**src/rtl/ram_fifo_ctrl.sv**
```systemverilog
// FIFO controller in front of an external 1W/1R RAM with 1-cycle read latency.
// A 3-entry skid buffer after the RAM keeps 1 word/cycle throughput with first-word fall-through output.
module ram_fifo_ctrl #(
  parameter int DATA_WIDTH = 32,
  parameter int ADDR_WIDTH = 5,
  parameter int MASK_WIDTH = 1
) (
  input  logic                  clk,
  input  logic                  reset,
  input  logic                  in_valid,
  output logic                  in_ready,
  input  logic [DATA_WIDTH-1:0] in_data,
  output logic                  out_valid,
  input  logic                  out_ready,
  output logic [DATA_WIDTH-1:0] out_data,
  output logic [ADDR_WIDTH+1:0] level,
  output logic                  ram_wr_en,
  output logic [MASK_WIDTH-1:0] ram_wr_mask,
  output logic [ADDR_WIDTH-1:0] ram_wr_addr,
  output logic [DATA_WIDTH-1:0] ram_wr_data,
  output logic                  ram_rd_en,
  output logic [ADDR_WIDTH-1:0] ram_rd_addr,
  input  logic [DATA_WIDTH-1:0] ram_rd_data
);

  localparam int PW = ADDR_WIDTH + 1;
  localparam int LW = ADDR_WIDTH + 2;

  logic [PW-1:0]         r_wr_ptr;
  logic [PW-1:0]         r_rd_ptr;
  logic                  r_inflight;
  logic [DATA_WIDTH-1:0] r_skid [3];
  logic [1:0]            r_skid_cnt;
  logic [LW-1:0]         r_level;

  logic       w_ram_full;
  logic       w_ram_empty;
  logic       w_push;
  logic       w_pop;
  logic       w_issue;
  logic [1:0] w_cap_idx;

  assign w_ram_full  = (r_wr_ptr[ADDR_WIDTH-1:0] == r_rd_ptr[ADDR_WIDTH-1:0]) &&
                       (r_wr_ptr[ADDR_WIDTH] != r_rd_ptr[ADDR_WIDTH]);
  assign w_ram_empty = (r_wr_ptr == r_rd_ptr);

  // Issue only when the skid can absorb the returning word: skid + in-flight must stay <= 3.
  assign w_issue = !reset && !w_ram_empty &&
                   (({1'b0, r_skid_cnt} + {2'b00, r_inflight}) < 3'd3);

  assign in_ready  = !reset && !w_ram_full;
  assign w_push    = in_valid && in_ready;
  assign out_valid = (r_skid_cnt != 2'd0);
  assign w_pop     = out_valid && out_ready;
  assign out_data  = r_skid[0];
  assign level     = r_level;

  assign ram_wr_en   = w_push;
  assign ram_wr_mask = '1;
  assign ram_wr_addr = r_wr_ptr[ADDR_WIDTH-1:0];
  assign ram_wr_data = in_data;
  assign ram_rd_en   = w_issue;
  assign ram_rd_addr = r_rd_ptr[ADDR_WIDTH-1:0];

  // Captured word lands behind the entries that remain after this cycle's pop.
  assign w_cap_idx = r_skid_cnt - 2'(w_pop);

  always_ff @(posedge clk) begin
    if (reset) begin
      r_wr_ptr   <= '0;
      r_rd_ptr   <= '0;
      r_inflight <= 1'b0;
      r_skid_cnt <= 2'd0;
      r_level    <= '0;
    end else begin
      if (w_push) r_wr_ptr <= r_wr_ptr + PW'(1);
      if (w_issue) r_rd_ptr <= r_rd_ptr + PW'(1);
      r_inflight <= w_issue;
      if (w_pop) begin
        r_skid[0] <= r_skid[1];
        r_skid[1] <= r_skid[2];
      end
      if (r_inflight) r_skid[w_cap_idx] <= ram_rd_data;
      r_skid_cnt <= r_skid_cnt + 2'(r_inflight) - 2'(w_pop);
      if (w_push && !w_pop) r_level <= r_level + LW'(1);
      else if (!w_push && w_pop) r_level <= r_level - LW'(1);
    end
  end

endmodule
```
**config.mk**
```make
export PLATFORM = sky130hd
export DESIGN_NAME = ram_fifo_ctrl
export DESIGN_NICKNAME = d
export VERILOG_FILES = /design/src/rtl/ram_fifo_ctrl.sv
export SDC_FILE = /design/constraint.sdc
export NUM_CORES = 1
export LEC_CHECK = 0
export CAP_MARGIN = 0
export CORE_UTILIZATION = 35
export CTS_CLUSTER_SIZE = 30
export DETAILED_ROUTE_END_ITERATION = 6
export PLACE_DENSITY = 0.66
export SKIP_CTS_REPAIR_TIMING = 1
export SLEW_MARGIN = 20
export SYNTH_ARGS = -nofsm -noshare
export SYNTH_HDL_FRONTEND = slang
export SYNTH_SLANG_ARGS = --single-unit
```
**constraint.sdc**
```tcl
create_clock -name clk -period 3.1 [get_ports clk]
set_input_delay 0.31 -clock clk [delete_from_list [all_inputs] [get_ports clk]]
set_output_delay 0.31 -clock clk [all_outputs]
set_load 0.02 [all_outputs]
```
==> flow_summary_export.csv, run 1 <==
group,metric,value,unit
power,p_leak,0.00245,uW
sta,rsz0062_at_grt,"false",
power,pwr-share-comb,0.301,
critical_path,cp.required,3.39,ns
cells_and_area,fin_nets,517,
detailed_routing,vias,3074,
clock_network,clk_path_buf_depth,2,
power,p_switching,1760,uW
cells_and_area,stdcell_area,6830,um^2
power,clock_power_share,0.319,
cells_and_area,final_common_cell,"edfxtp_1",
sta,clock_skew,0.00683,ns
worst_hold_path,hp-class,"input port to register",
detailed_routing,dr.pass1.iters,7,
critical_path,worstPathArrival,3.16,ns
synth,synth_cells,365,
grt,grt_pass1_vias,3105,
power,vdd_drop_max,461,uV
cells_and_area,syn2layout_area_growth,27.7,%
floorplan,fp.dieH,126,um
placed_design,place.gp.congestion,0.839,
detailed_routing,drt_iter0_drc,165,
detailed_routing,finalWirelength,10000,um
clock_network,cts_sinks,118,
power,internal-power,4110,uW
sta,timing.fmax,349,MHz
detailed_routing,wl_per_cell,15.9,um
floorplan,io_pins,154,
detailed_routing,drtAntennaViolNets,0,
detailed_routing,drt-vias-per-instance,4.86,
grt,grt-ovfl-total,0,
cells_and_area,antenna_cells,0,
power,power_switching_share,0.300,
sta,final_hold_viol_count,0,
critical_path,critPathKind,"register to register",
floorplan,die_area,15800,um^2
synth,netlist_area,5350,um^2
placed_design,io_buffers,88,
synth,ys_ff_latch,118,
synth,synth.avg_cell_area,14.7,um^2
cells_and_area,fillCellCount,1273,
sta,setup_viol,0,
clock_network,clk_latency,0.41,ns
job,cap_violations,0,
clock_network,cts_tree,"built",
synth,ys.flop_type,"edfxtp_1",
synth,async_flop_share,0,
clock_network,path_clk_slew,0.05,ns
sta,setup_tns,0,ns
synth,synth_edf_count,96,
grt,grt_pass1_wl,16500,um
critical_path,setup.worst_path.start_class,"register",
status,violations,"design-rule violations",
sta,slew_viol_final,0,
critical_path,worstPathMaxFanout,6,
sta,worst_slack,0.232,ns
critical_path,worst_setup_path_end_kind,"register",
cells_and_area,final_cell_mix,"edfxtp_1, clkdlybuf4s50_1, mux2_2, nor2_1, dfxtp_1",
grt,grt_max_degree,33,
placed_design,dp_hpwl,6370,um
synth,synth-seq-area-share,0.621,
clock_network,h-tree-depth,4,
cells_and_area,layout-drive-gt1-share,0.275,
status,status,"finished, violations left",
placed_design,dpl_worst_slack,0.101,ns
synth,yosysWarnings,0,
floorplan,start_util,0.364,
power,pwr-share-seq,0.380,
placed_design,post_dp_cell_area,6260,um^2
floorplan,rows,44,
floorplan,coreArea,14700,um^2
grt,antenna_found_initial,0,
grt,track_usage,0.138,
power,power-per-cell-area,859,nW/um^2
detailed_routing,drc_errors,8,
clock_network,cts_buffers,17,
synth,ys_types,45,
floorplan,die_x,126,um
clock_network,cts_root_buffer,"clkbuf_16",
sta,period_minus_slack,2.87,ns
sta,fin_crit_sh,0.925,
synth,synth_nets,446,
-- power groups by stage --
| stage | logic (uW) | clock network, uW | registers [uW] |
|---|---|---|---|
| global route | 1930 | 1980 | 2260 |
| global placement | 1760 | 0 | 2250 |
| finish | 1770 | 1870 | 2230 |
| detailed placement | 1780 | 0 | 2260 |
| CTS | 1800 | 1920 | 2230 |
| floorplan | 1000 | 0 | 2410 |
-- state kept, by name, summed over array words and instances (netlist names) --
signal,flops
r_rd_ptr,6
r_wr_ptr,6
level,7
r_skid_cnt,2
r_skid,96
r_inflight,1
-- cell type report --
class	count	area, um^2	area share
tap	184	230	0.0337
sequential	118	3320	0.487
clock inverter	13	134	0.0196
inverter	5	18.8	0.00275
multi-input combinational	189	1660	0.243
clock buffer	18	429	0.0628
timing repair buffer	105	1030	0.151
-- path summary, 6_finish.rpt --
check,from,end,slack [ns],depth (start not counted)
max,r_rd_ptr[3]$_SDFFE_PP0P_,level[6]$_SDFFE_PP0P_,0.23,12
min,ram_rd_data[18],r_skid[2][18]$_DFFE_PP_,0.51,1
max reg2reg,r_rd_ptr[3]$_SDFFE_PP0P_,level[6]$_SDFFE_PP0P_,0.23,12
min reg2reg,level[3]$_SDFFE_PP0P_,level[3]$_SDFFE_PP0P_,0.52,2
-- routing by layer --
metal / wire [um] / track usage / up-vias / part of all wire
li1: - / - / 1447 / -
met1: 4540 / 0.173 / 1480 / 0.45
met2: 4490 / 0.204 / 101 / 0.45
met3: 674 / 0.0518 / 46 / 0.067
met4: 313 / 0.0782 / 0 / 0.031
met5: 0 / 0 / - / 0
-- cell families (layout without fill, tap and decap cells) --
kind of cell               count (synthesis)  in the layout  synth area share
AOI/OAI and AO/OA                         25             25            0.0295
buffers and inverters                     58            141            0.0751
muxes                                     70             70             0.147
and+or+nand+nor                           60             60            0.0615
adders and majority gates                 13             13            0.0318
other                                      1              1          0.000701
xor gates and xnor gates                  20             20            0.0328
DFF                                      118            118             0.621
-- synthesized netlist by cell type, types with 2 or more instances --
master	n	area share
and3_1	2	0.0023
o31ai_1	2	0.0028
dfxtp_1	22	0.082
mux2i_1	4	0.0075
nor2_1	22	0.015
xnor2_1	11	0.018
xor2_1	9	0.015
nand4_1	5	0.0058
mux2_2	63	0.13
clkbuf_1	3	0.0021
mux2_1	2	0.0042
inv_1	5	0.0035
a211oi_1	2	0.0028
nand2_1	10	0.0070
edfxtp_1	96	0.54
buf_4	49	0.069
ha_1	12	0.028
nor2b_1	6	0.0070
nand3_1	2	0.0019
nor4b_1	2	0.0033
a21oi_1	12	0.011
-- stage by stage --
| stage | cells | utilization | hold WS, ns | power, uW |
|---|---|---|---|---|
| 6_report | 632 | 0.465 | 0.508 | 5870 |
| 5_1_grt | 632 | 0.465 | 0.507 | 6170 |
| 4_1_cts | 632 | 0.464 | 0.485 | 5950 |
| 3_5_place_dp | 601 | 0.426 | 0.511 | 4040 |
| 3_3_place_gp | 601 | 0.426 | 0.504 | 4010 |
| 2_1_floorplan | 365 | - | 0.409 | 3410 |
-- worst max-delay path, stage by stage, from the launching register on --
cell and delay (ns):
dfxtp_1 0.36, xor2_1 0.26, nor3_2 0.12, a21bo_2 0.26, nor2_1 0.14, ha_1 0.23, inv_1 0.14, fa_1 0.45
a211o_1 0.35, a21oi_1 0.14, nand3b_1 0.13, xnor2_1 0.12, nor2_1 0.05
Note: power is estimated with default switching activity, not from simulation.
==> inputs of run 2 (changes only) <==
SKIP_LAST_GASP = 1   (was not set)
==> results of run 2 <==
No change in the layout: final DEF, timing and power equal those of run 1.
